==> src/rtl/ode_mem_map_pkg.sv <==
// Solver RAM memory-map offsets, size limits and loader state encoding.
// The CHK state exists only in builds with LOAD_CHECKSUM_EN defined.
package ode_mem_map_pkg;

    localparam int MAX_DIM = 50;
    localparam int MAX_T   = 16;
    localparam int CNT_W   = 12;

    localparam int N_P4   = 51;
    localparam int N_P1   = 900;
    localparam int M_P1   = 901;
    localparam int H_P4   = 50;
    localparam int ERR_P4 = 52;
    localparam int T_P4   = 53;
    localparam int T_P1   = 902;
    localparam int U_P1   = 50;

    typedef enum logic [3:0] {
        IDLE, HDR_N, HDR_M, HDR_H, HDR_ERR, HDR_K,
        LD_T, LD_A, LD_B, LD_X, LD_U0, LD_U,
        DONE, ERR
`ifdef LOAD_CHECKSUM_EN
        , CHK
`endif
    } load_state_t;

    function automatic logic in_range(input logic [7:0] v, input int lo, input int hi);
        return (int'(v) >= lo) && (int'(v) <= hi);
    endfunction

endpackage

==> src/rtl/ram_load_counter.sv <==
// Section word index: clears to zero, steps on each accepted word,
// flags the terminal count when the index equals the section's last index.
module ram_load_counter #(
    parameter int W = 12
) (
    input  logic         clk,
    input  logic         rst,
    input  logic         clr_i,
    input  logic         en_i,
    input  logic [W-1:0] last_i,
    output logic [W-1:0] cnt_o,
    output logic         tc_o
);

    logic [W-1:0] cnt_q, cnt_d;

    always_comb begin
        cnt_d = cnt_q;
        if (clr_i)     cnt_d = '0;
        else if (en_i) cnt_d = cnt_q + W'(1);
    end

    always_ff @(posedge clk or posedge rst) begin
        if (rst) cnt_q <= '0;
        else     cnt_q <= cnt_d;
    end

    assign cnt_o = cnt_q;
    assign tc_o  = (cnt_q == last_i);

endmodule

==> src/rtl/ram_stream_loader.sv <==
// Streams header/matrices/vectors into the four-port solver RAM; writes land one cycle after each handshake,
// no RAM-side back-pressure, in_ready only while loading. LOAD_CHECKSUM_EN adds a trailing XOR check word.
module ram_stream_loader
    import ode_mem_map_pkg::*;
#(
    parameter int DATA_WIDTH      = 64,
    parameter int ADDRESS_WIDTH_1 = 10,
    parameter int ADDRESS_WIDTH_2 = 12,
    parameter int ADDRESS_WIDTH_3 = 12,
    parameter int ADDRESS_WIDTH_4 = 7
) (
    input  logic                       clk,
    input  logic                       rst,
    input  logic                       start,
    input  logic [DATA_WIDTH-1:0]      in_data,
    input  logic                       in_valid,
    output logic                       in_ready,
    output logic [ADDRESS_WIDTH_1-1:0] address_1,
    output logic [ADDRESS_WIDTH_2-1:0] address_2,
    output logic [ADDRESS_WIDTH_3-1:0] address_3,
    output logic [ADDRESS_WIDTH_4-1:0] address_4,
    output logic [DATA_WIDTH-1:0]      data_write_1,
    output logic [DATA_WIDTH-1:0]      data_write_2,
    output logic [DATA_WIDTH-1:0]      data_write_3,
    output logic [DATA_WIDTH-1:0]      data_write_4,
    output logic                       WR_signal_1,
    output logic                       WR_signal_2,
    output logic                       WR_signal_3,
    output logic                       WR_signal_4,
    output logic                       busy,
    output logic                       done,
    output logic                       err
);

`ifdef LOAD_CHECKSUM_EN
    localparam load_state_t END_ST = CHK;
`else
    localparam load_state_t END_ST = DONE;
`endif

    load_state_t state_q, state_d;
    logic [5:0] n_q, n_d, m_q, m_d;
    logic [4:0] k_q, k_d;
    logic       err_q, err_d, done_q, done_d;
    logic [ADDRESS_WIDTH_1-1:0] addr1_q, addr1_d;
    logic [ADDRESS_WIDTH_2-1:0] addr2_q, addr2_d;
    logic [ADDRESS_WIDTH_3-1:0] addr3_q, addr3_d;
    logic [ADDRESS_WIDTH_4-1:0] addr4_q, addr4_d;
    logic [DATA_WIDTH-1:0] dat1_q, dat1_d, dat2_q, dat2_d, dat3_q, dat3_d, dat4_q, dat4_d;
    logic wr1_q, wr1_d, wr2_q, wr2_d, wr3_q, wr3_d, wr4_q, wr4_d;

    logic             active, in_ld, accept, start_ok, idx_tc;
    logic [CNT_W-1:0] idx, last_idx, n_w, m_w, k_w;

    assign in_ld = state_q inside {LD_T, LD_A, LD_B, LD_X, LD_U0, LD_U};

    always_comb begin
        active = in_ld || (state_q inside {HDR_N, HDR_M, HDR_H, HDR_ERR, HDR_K});
`ifdef LOAD_CHECKSUM_EN
        if (state_q == CHK) active = 1'b1;
`endif
    end

    assign accept   = in_valid && active;
    assign start_ok = start && (state_q inside {IDLE, DONE, ERR});
    assign n_w      = CNT_W'(n_q);
    assign m_w      = CNT_W'(m_q);
    assign k_w      = CNT_W'(k_q);

    // Section lengths are at least 1 whenever the section is entered.
    always_comb begin
        last_idx = '0;
        case (state_q)
            LD_T:    last_idx = k_w - CNT_W'(1);
            LD_A:    last_idx = n_w * n_w - CNT_W'(1);
            LD_B:    last_idx = n_w * m_w - CNT_W'(1);
            LD_X:    last_idx = n_w - CNT_W'(1);
            LD_U0:   last_idx = m_w - CNT_W'(1);
            LD_U:    last_idx = k_w * m_w - CNT_W'(1);
            default: last_idx = '0;
        endcase
    end

    ram_load_counter #(.W(CNT_W)) u_idx (
        .clk    (clk),
        .rst    (rst),
        .clr_i  (!in_ld || (accept && idx_tc)),
        .en_i   (accept),
        .last_i (last_idx),
        .cnt_o  (idx),
        .tc_o   (idx_tc)
    );

`ifdef LOAD_CHECKSUM_EN
    logic [DATA_WIDTH-1:0] sum_q;

    always_ff @(posedge clk or posedge rst) begin
        if (rst)           sum_q <= '0;
        else if (start_ok) sum_q <= '0;
        else if (accept)   sum_q <= sum_q ^ in_data;
    end
`endif

    always_comb begin
        state_d = state_q;
        n_d = n_q; m_d = m_q; k_d = k_q;
        err_d = err_q;
        addr1_d = addr1_q; addr2_d = addr2_q; addr3_d = addr3_q; addr4_d = addr4_q;
        dat1_d = dat1_q; dat2_d = dat2_q; dat3_d = dat3_q; dat4_d = dat4_q;
        wr1_d = 1'b0; wr2_d = 1'b0; wr3_d = 1'b0; wr4_d = 1'b0;
        case (state_q)
            IDLE, DONE, ERR: if (start_ok) begin state_d = HDR_N; err_d = 1'b0; end
            HDR_N: if (accept) begin
                if (in_range(in_data[7:0], 1, MAX_DIM)) begin
                    n_d = in_data[5:0]; state_d = HDR_M;
                    wr1_d = 1'b1; addr1_d = ADDRESS_WIDTH_1'(N_P1); dat1_d = in_data;
                    wr4_d = 1'b1; addr4_d = ADDRESS_WIDTH_4'(N_P4); dat4_d = in_data;
                end else begin state_d = ERR; err_d = 1'b1; end
            end
            HDR_M: if (accept) begin
                if (in_range(in_data[7:0], 0, MAX_DIM)) begin
                    m_d = in_data[5:0]; state_d = HDR_H;
                    wr1_d = 1'b1; addr1_d = ADDRESS_WIDTH_1'(M_P1); dat1_d = in_data;
                end else begin state_d = ERR; err_d = 1'b1; end
            end
            HDR_H: if (accept) begin
                state_d = HDR_ERR;
                wr4_d = 1'b1; addr4_d = ADDRESS_WIDTH_4'(H_P4); dat4_d = in_data;
            end
            HDR_ERR: if (accept) begin
                state_d = HDR_K;
                wr4_d = 1'b1; addr4_d = ADDRESS_WIDTH_4'(ERR_P4); dat4_d = in_data;
            end
            HDR_K: if (accept) begin
                if (in_range(in_data[7:0], 1, MAX_T)) begin k_d = in_data[4:0]; state_d = LD_T; end
                else begin state_d = ERR; err_d = 1'b1; end
            end
            LD_T: if (accept) begin
                wr1_d = 1'b1; addr1_d = ADDRESS_WIDTH_1'(T_P1) + ADDRESS_WIDTH_1'(idx); dat1_d = in_data;
                wr4_d = 1'b1; addr4_d = ADDRESS_WIDTH_4'(T_P4) + ADDRESS_WIDTH_4'(idx); dat4_d = in_data;
                if (idx_tc) state_d = LD_A;
            end
            LD_A: if (accept) begin
                wr2_d = 1'b1; addr2_d = ADDRESS_WIDTH_2'(idx); dat2_d = in_data;
                if (idx_tc) state_d = (m_q == '0) ? LD_X : LD_B;
            end
            LD_B: if (accept) begin
                wr3_d = 1'b1; addr3_d = ADDRESS_WIDTH_3'(idx); dat3_d = in_data;
                if (idx_tc) state_d = LD_X;
            end
            LD_X: if (accept) begin
                wr4_d = 1'b1; addr4_d = ADDRESS_WIDTH_4'(idx); dat4_d = in_data;
                if (idx_tc) state_d = (m_q == '0) ? END_ST : LD_U0;
            end
            LD_U0: if (accept) begin
                wr1_d = 1'b1; addr1_d = ADDRESS_WIDTH_1'(idx); dat1_d = in_data;
                if (idx_tc) state_d = LD_U;
            end
            LD_U: if (accept) begin
                wr1_d = 1'b1; addr1_d = ADDRESS_WIDTH_1'(U_P1) + ADDRESS_WIDTH_1'(idx); dat1_d = in_data;
                if (idx_tc) state_d = END_ST;
            end
`ifdef LOAD_CHECKSUM_EN
            CHK: if (accept) begin
                if (in_data == sum_q) state_d = DONE;
                else begin state_d = ERR; err_d = 1'b1; end
            end
`endif
            default: state_d = IDLE;
        endcase
        done_d = (state_d == DONE) && (state_q != DONE);
    end

    always_ff @(posedge clk or posedge rst) begin
        if (rst) begin
            state_q <= IDLE;
            n_q <= '0; m_q <= '0; k_q <= '0;
            err_q <= 1'b0; done_q <= 1'b0;
            addr1_q <= '0; addr2_q <= '0; addr3_q <= '0; addr4_q <= '0;
            dat1_q <= '0; dat2_q <= '0; dat3_q <= '0; dat4_q <= '0;
            wr1_q <= 1'b0; wr2_q <= 1'b0; wr3_q <= 1'b0; wr4_q <= 1'b0;
        end else begin
            state_q <= state_d;
            n_q <= n_d; m_q <= m_d; k_q <= k_d;
            err_q <= err_d; done_q <= done_d;
            addr1_q <= addr1_d; addr2_q <= addr2_d; addr3_q <= addr3_d; addr4_q <= addr4_d;
            dat1_q <= dat1_d; dat2_q <= dat2_d; dat3_q <= dat3_d; dat4_q <= dat4_d;
            wr1_q <= wr1_d; wr2_q <= wr2_d; wr3_q <= wr3_d; wr4_q <= wr4_d;
        end
    end

    assign in_ready     = active;
    assign busy         = active;
    assign done         = done_q;
    assign err          = err_q;
    assign address_1    = addr1_q;
    assign address_2    = addr2_q;
    assign address_3    = addr3_q;
    assign address_4    = addr4_q;
    assign data_write_1 = dat1_q;
    assign data_write_2 = dat2_q;
    assign data_write_3 = dat3_q;
    assign data_write_4 = dat4_q;
    assign WR_signal_1  = wr1_q;
    assign WR_signal_2  = wr2_q;
    assign WR_signal_3  = wr3_q;
    assign WR_signal_4  = wr4_q;

endmodule

==> config.mk <==
export PLATFORM = sky130hd
export DESIGN_NAME = ram_stream_loader
export DESIGN_NICKNAME = d
export VERILOG_FILES = /design/src/rtl/ode_mem_map_pkg.sv /design/src/rtl/ram_load_counter.sv /design/src/rtl/ram_stream_loader.sv
export SDC_FILE = /design/constraint.sdc
export NUM_CORES = 1
export LEC_CHECK = 0
export BUFFER_PORTS_ARGS = -buffer_cell sky130_fd_sc_hd__clkbuf_2
export CAP_MARGIN = 20
export CORE_AREA = 3 3 185 187
export DETAILED_ROUTE_END_ITERATION = 8
export DIE_AREA = 0 0 188 190
export PLACE_DENSITY = 0.92
export SLEW_MARGIN = 20
export SYNTH_ARGS = -nofsm -noshare
export SYNTH_HDL_FRONTEND = slang
export SYNTH_SLANG_ARGS = --single-unit
==> constraint.sdc <==
create_clock -name clk -period 12.2 [get_ports clk]
set_clock_uncertainty 0.05 [all_clocks]
set_input_delay 1.22 -clock clk [delete_from_list [all_inputs] [get_ports clk]]
set_output_delay 1.22 -clock clk [all_outputs]
set_load 0.05 [all_outputs]
==> results.py, run 1 <==
metrics = {
    "worst_setup_path": {
        "worstPathArrival_ps": 6430,
        "r2r_slack_ps": 6150,
        "rr_worst_depth": 17,
        "critPathLaunchType": "register",
        "endpoint_kind": "register",
        "crit_required_ps": 12580,
        "r2r_end": "done$_DFF_PP0_",
        "timing.rr.start": "n_q[3]$_DFFE_PP0P_",
        "path_max_fanout": 19,
        "critPathKind": "reg2reg",
    },
    "global_routing": {
        "gr-total-overflow": 0,
        "grt_max_degree": 91,
        "grt_usage_pct": 33.2,
        "antenna_found_initial": 5,
        "grt_pass1_wl_um": 93700,
        "grt_pass1_vias": 16500,
    },
    "sta": {
        "fin_crit_ps": 6050,
        "setup_viol": 0,
        "hold_slack_ps": 428,
        "relSlewSlack_pct": 32.8,
        "rsz0062_at_grt": "no",
        "setup_tns_ps": 0,
        "max_freq_mhz": 165,
        "slew_violations": 0,
        "hold_viol_final": 0,
        "min_period_over_period_pct": 49.6,
        "worst_pin_slew_ps": 1010,
    },
    "hold_path": {
        "hold_path.startpoint": "data_write_1[33]$_DFFE_PP0P_",
        "min_path_type": "reg2reg",
        "hold_end": "data_write_1[33]$_DFFE_PP0P_",
        "hold_depth": 2,
    },
    "drt": {
        "routedWlPerCell_um": 22.6,
        "vias": 16000,
        "ant_nets": 0,
        "drt-total-wl_um": 60200,
        "drt_iter0_drc": 1789,
        "drcViolationCount": 0,
        "dr.pass1.iters": 6,
        "vias_per_cell": 6.00,
    },
    "placement": {
        "hpwl_um": 42000,
        "dpl_cell_area_um2": 20400,
        "port_buffers": 372,
        "gp_congestion": 1.00,
    },
    "job": {
        "maxCapViolCount": 0,
    },
    "cts": {
        "post-cts-setup-buffers": 0,
        "clk_pin_slew_ps": 60,
        "clock_latency_ps": 520,
        "cts_tree": "built",
        "cts_made_buffers": 34,
        "postCtsHoldBufs": 0,
        "clock-sinks": 336,
        "clockBufferDepth": 3,
        "ctsResizeCount": 0,
        "htree_levels": 2,
        "cts_root_buf": "clkbuf_16",
    },
    "yosys": {
        "synth-seq-cells": 336,
        "syn-cell-area_um2": 18300,
        "yosys_warnings": 0,
        "synth_flop_cell": "dfrtp_1",
        "ys_seq_area_share_pct": 45.9,
        "avgSynthCellArea_um2": 9.73,
        "synth_edf_count": 0,
        "async_flop_share_pct": 100,
        "synthesis.instances": 1882,
        "synth_nets": 2086,
        "yosysUniqueCellTypes": 82,
    },
    "floorplanning": {
        "initial_core_util_pct": 56.1,
        "coreArea_um2": 32600,
        "die_width_um": 188,
        "die_area_um2": 35700,
        "pin_count": 373,
        "dieHeight_um": 190,
        "fp-row-count": 66,
    },
    "run_status": {
        "status": "finished clean",
    },
    "final_layout": {
        "design_area_um2": 21600,
        "drive_above_1_share_pct": 28.0,
        "most-common-layout-cells": "nand2_1 (536), clkbuf_2 (372), dfrtp_1 (336)",
        "final_common_cell": "nand2_1",
        "syn_to_final_growth_pct": 17.9,
        "fin_util_pct": 66.2,
        "finalNetCount": 2401,
    },
}
-- worst max path at each step --
stage,from,end,slack (ps),depth (start not counted)
5_1_grt,n_q[3]$_DFFE_PP0P_,done$_DFF_PP0_,5810,17
6_report,n_q[3]$_DFFE_PP0P_,done$_DFF_PP0_,6150,17
3_5_place_dp,n_q[2]$_DFFE_PP0P_,done$_DFF_PP0_,6200,17
4_1_cts,n_q[2]$_DFFE_PP0P_,done$_DFF_PP0_,6210,17
2_1_floorplan,rst,WR_signal_1$_DFF_PP0_,1620,1
3_3_place_gp,n_q[2]$_DFFE_PP0P_,done$_DFF_PP0_,6310,17
-- state kept, by name, indices dropped and copies added, names as in the netlist, 4 cells and up --
register / cells
address_1: 10
u_idx.cnt_o: 12
n_q: 6
state_q: 4
m_q: 6
k_q: 5
address_2: 12
address_4: 7
address_3: 12
data_write_3: 64
data_write_4: 64
data_write_2: 64
data_write_1: 64
-- critical path: stages (launching register included) --
cell and delay (ps):
dfrtp_1 740, nand2_1 160, fa_1 560, fa_1 450, fa_1 540, inv_1 50
fa_1 480, ha_1 360, and3_1 170, a22o_1 190, a311oi_1 350, mux2i_1 130
o41ai_1 440, xnor2_1 230, and2_1 310, a21oi_1 100, or3b_1 380, nor4b_2 270
-- through the flow --
| step | std cells | worst slack (ps) |
|---|---|---|
| global placement | 2602 | 6310 |
| global route | 2664 | 5810 |
| CTS | 2659 | 6210 |
| finish | 2664 | 6150 |
| floorplan | 1882 | 1620 |
| detailed placement | 2602 | 6200 |
-- cells in the mapped netlist, drive strengths merged, types with 6 or more instances --
master,instances,area share [%]
nand3,18,0.49
or3,11,0.38
a31oi,6,0.21
ha,91,6.2
mux2i,12,0.66
o2111ai,6,0.32
and2,18,0.62
inv,96,2.0
xnor2,30,1.4
clkbuf,83,1.7
o31ai,6,0.27
o22ai,10,0.34
nand2,537,11
and3,8,0.30
nor2b,7,0.24
a211oi,10,0.41
mux2,156,9.6
fa,45,4.9
buf,23,0.68
a21o,11,0.45
a311oi,6,0.29
xor2,13,0.62
o21ai,52,1.4
nand4,9,0.31
or2,6,0.21
nor2,82,1.7
a21oi,64,1.8
o21a,6,0.25
dfrtp,336,46
nor3,21,0.60
nand2b,15,0.51
-- per-layer routing --
layer / up-vias / track usage (%) / part of all wire (%)
li1: 6882 / - / -
met1: 7811 / 41.0 / 36
met2: 1040 / 53.7 / 47
met3: 239 / 8.26 / 10
met4: 0 / 18.5 / 6.1
met5: - / 0 / 0
-- layout make-up --
class,count,area (µm²)
diodes,4,10.0
clock buffers,47,991
clock inverters,10,130
fillers,2301,11000
inverters,99,379
multi-input cells,1341,9130
flip-flops and latches,336,8410
well taps,442,553
repair buffers,385,1980
-- kinds of logic (layout without fill, tap and decap cells) --
kind of cell,after synthesis,in the layout,synth area share (%)
fa+ha+maj,136,136,11.1
other cells,1,5,0.0205
simple gates,761,761,17.8
buf+inv,205,541,4.42
compound gates,232,232,8.34
mux,168,168,10.3
flops,336,336,45.9
xor+xnor,43,43,2.06
Power of run 1 is not shown: default switching activity piles up to over one toggle a cycle in this logic, so the estimate is an artifact.
==> run 2, diff against run 1 <==
--- a/config.mk
+++ b/config.mk
@@ -5,12 +5,13 @@
 export SDC_FILE = /design/constraint.sdc
 export NUM_CORES = 1
 export LEC_CHECK = 0
+export ABC_AREA = 1
 export BUFFER_PORTS_ARGS = -buffer_cell sky130_fd_sc_hd__clkbuf_2
 export CAP_MARGIN = 20
 export CORE_AREA = 3 3 185 187
 export DETAILED_ROUTE_END_ITERATION = 8
 export DIE_AREA = 0 0 188 190
-export PLACE_DENSITY = 0.92
+export PLACE_DENSITY = 0.91
 export SLEW_MARGIN = 20
 export SYNTH_ARGS = -nofsm -noshare
 export SYNTH_HDL_FRONTEND = slang
==> constraint.sdc (replaced) <==
create_clock -name clk -period 6.2 [get_ports clk]
set_clock_uncertainty 0.05 [all_clocks]
set_input_delay 0.62 -clock clk [delete_from_list [all_inputs] [get_ports clk]]
set_output_delay 0.62 -clock clk [all_outputs]
set_load 0.05 [all_outputs]
==> run 2 against run 1 <==
Effect of this change: non-clock buffer count down 5; cell area is 0.81% lower; count of clock-buffer cells in the layout grew 5; sequential share of layout area increased by 0.32 points; setup slack worse by 5200 ps; highest routed layer unchanged; critical path type unchanged; synthesized area shrank 0.52%; register-to-register slack got worse by 5200 ps; largest cell class is now registers; via count is 8.5% higher; synthesized cell count up 19%; final cell count grew 14%; flip-flop and latch count did not move.
==> results.py, run 2 <==
metrics = {
    "run_status": {
        "status": "finished clean",
    },
    "final_layout": {
        "design_area_um2": 21400,
        "drive_above_1_share_pct": 18.0,
        "finalNetCount": 2770,
        "syn_to_final_growth_pct": 17.6,
        "most-common-layout-cells": "nand2_1 (659), clkbuf_2 (372), dfrtp_1 (336)",
        "final_common_cell": "nand2_1",
        "final_cells": 3034,
    },
    "sta": {
        "setup_viol": 0,
        "fin_crit_ps": 5290,
        "setup_tns_ps": 0,
        "max_freq_mhz": 189,
        "rsz0062_at_grt": "no",
        "min_period_over_period_pct": 85.4,
        "worst_pin_slew_ps": 943,
        "slew_violations": 0,
        "relSlewSlack_pct": 37.1,
        "hold_viol_final": 0,
    },
    "floorplanning": {
        "coreArea_um2": 32600,
        "fp-row-count": 66,
        "die_area_um2": 35700,
        "pin_count": 373,
        "dieHeight_um": 190,
        "initial_core_util_pct": 55.8,
        "die_width_um": 188,
    },
    "global_routing": {
        "grt_usage_pct": 32.1,
        "grt_pass1_vias": 16500,
        "grt_max_degree": 169,
        "antenna_found_initial": 1,
        "gr-total-overflow": 0,
        "grt_pass1_wl_um": 91300,
    },
    "placement": {
        "dpl_cell_area_um2": 20300,
        "hpwl_um": 41600,
        "dp_cells": 2971,
        "port_buffers": 372,
        "gp_congestion": 0.981,
    },
    "worst_setup_path": {
        "crit_required_ps": 6590,
        "r2r_slack_ps": 910,
        "max_stage_delay_ps": 740,
        "r2r_end": "done$_DFF_PP0_",
        "crit_buf_inv": 2,
        "crit_top_cell": "nand2_1",
        "path_max_fanout": 17,
        "rr_worst_depth": 28,
        "slowest_stage": "dfrtp_1",
        "critPathLaunchType": "register",
        "endpoint_kind": "register",
        "critical-path-top-delay-family": "adder cells",
        "critPathKind": "reg2reg",
        "timing.rr.start": "n_q[3]$_DFFE_PP0P_",
        "worstPathArrival_ps": 5690,
    },
    "drt": {
        "drcViolationCount": 0,
        "routedWlPerCell_um": 19.4,
        "dr.pass1.iters": 8,
        "drt_iter0_drc": 1772,
        "vias": 17300,
        "vias_per_cell": 5.71,
        "drt-total-wl_um": 58900,
        "ant_nets": 0,
    },
    "yosys": {
        "yosysUniqueCellTypes": 52,
        "synth-seq-cells": 336,
        "async_flop_share_pct": 100,
        "synth_top_cell_by_area": "dfrtp_1",
        "synth.most_common_cell": "nand2_1",
        "synthesis.instances": 2247,
        "synth_nets": 2451,
        "synthTopCellsByCount": "nand2_1 (661), dfrtp_1 (336), o21ai_0 (323)",
        "syn-cell-area_um2": 18200,
        "synth_area_leaders": "dfrtp_1 (46%), nand2_1 (14%), o21ai_0 (8.9%)",
        "synth_flop_cell": "dfrtp_1",
        "synth_top_area_share_pct": 46.2,
        "synth_edf_count": 0,
        "ys_seq_area_share_pct": 46.2,
        "yosys_warnings": 0,
        "avgSynthCellArea_um2": 8.10,
    },
    "power": {
        "p_leak_nw": 11.7,
        "switching_share_pct": 53.5,
        "seq_power_share_pct": 28.4,
        "p_comb_share_pct": 54.6,
        "pwr_density_cell_nw_per_um2": 566,
        "p_sw_mw": 6.48,
        "internal_power_mw": 5.64,
        "max-vdd-ir-drop_mv": 0.503,
        "p_clk_share_pct": 17.0,
    },
    "cts": {
        "post-cts-setup-buffers": 0,
        "clockBufferDepth": 3,
        "clk_pin_slew_ps": 60,
        "ctsResizeCount": 0,
        "clock_latency_ps": 520,
        "cts_tree": "built",
        "cts_root_buf": "clkbuf_16",
        "htree_levels": 2,
        "clock-sinks": 336,
        "cts_made_buffers": 35,
        "postCtsHoldBufs": 0,
    },
    "job": {
        "maxCapViolCount": 0,
    },
    "hold_path": {
        "min_path_type": "in2async",
    },
}
-- run 2: cell count changes after synthesis, moves of 15 or more --
cell      previous run  this run
o21ai_0             49       323
xnor2_1             30         2
nor2_1              82       125
inv_1               94       293
nand3_1             18       104
mux2_2             156         0
nand2b_1            15         0
clkbuf_1            82        61
and2_1              17         0
nand2_1            537       661
-- run 2: routing by layer --
metal,global-route usage (%),up-vias,wire length [µm]
li1,-,7767,-
met2,52.1,1044,27600
met4,17.9,0,3830
met3,7.43,238,5630
met5,0,-,0
met1,39.9,8281,21800
-- run 2: area by class of cell --
cell class                 instances  area, µm²
fill                            2503      11200
sequential                       336       8410
multi-input combinational       1505       8200
timing repair buffer             380       1960
inverter                         308       1170
clock buffer                      52       1010
tap                              442        553
clock inverter                    10        108
antenna                            1       2.50
-- run 2: how the worst max path moves through the flow --
| stage | startpoint | to | slack (ps) | cells after the start |
|---|---|---|---|---|
| 2_1_floorplan | rst | WR_signal_1$_DFF_PP0_ | 1040 | 1 |
| 3_3_place_gp | n_q[3]$_DFFE_PP0P_ | done$_DFF_PP0_ | 1120 | 28 |
| 3_5_place_dp | n_q[3]$_DFFE_PP0P_ | done$_DFF_PP0_ | 1000 | 28 |
| 4_1_cts | n_q[3]$_DFFE_PP0P_ | done$_DFF_PP0_ | 940 | 28 |
| 5_1_grt | n_q[3]$_DFFE_PP0P_ | done$_DFF_PP0_ | 450 | 26 |
| 6_report | n_q[3]$_DFFE_PP0P_ | done$_DFF_PP0_ | 910 | 28 |
-- run 2: power by group through the flow --
stage / Sequential [mW] / Clock, mW / Combinational [mW]
global placement: 3.39 / 0 / 6.34
finish: 3.44 / 2.06 / 6.62
global route: 3.51 / 2.17 / 7.16
CTS: 3.42 / 2.08 / 6.56
detailed placement: 3.43 / 0 / 6.47
floorplan: 5.51 / 0 / 2.78
-- run 2: cell families (layout without fill, tap and decap cells) --
| group | count (synthesis) | after routing | share of synthesized area [%] |
|---|---|---|---|
| buffers and inverters | 406 | 750 | 8.93 |
| other | 1 | 2 | 0.0206 |
| AND/OR/NAND/NOR | 941 | 941 | 21.2 |
| AO/OA/AOI/OAI | 416 | 416 | 11.9 |
| flip-flops | 336 | 336 | 46.2 |
| XOR/XNOR | 11 | 11 | 0.529 |
| adder cells (fa/ha/maj) | 136 | 136 | 11.2 |
-- run 2: through the flow --
step                      worst slack [ps]  hold slack, ps  power, mW  util, %
after floorplan                       1040             465       8.29        -
after global placement                1120             415       9.73     62.2
after detailed placement               995             422       9.90     62.2
after CTS                              940             133       12.1     65.6
after global routing                   451             168       12.8     65.6
final                                  907             130       12.1     65.6
Note: power is estimated with default switching activity, not from simulation.
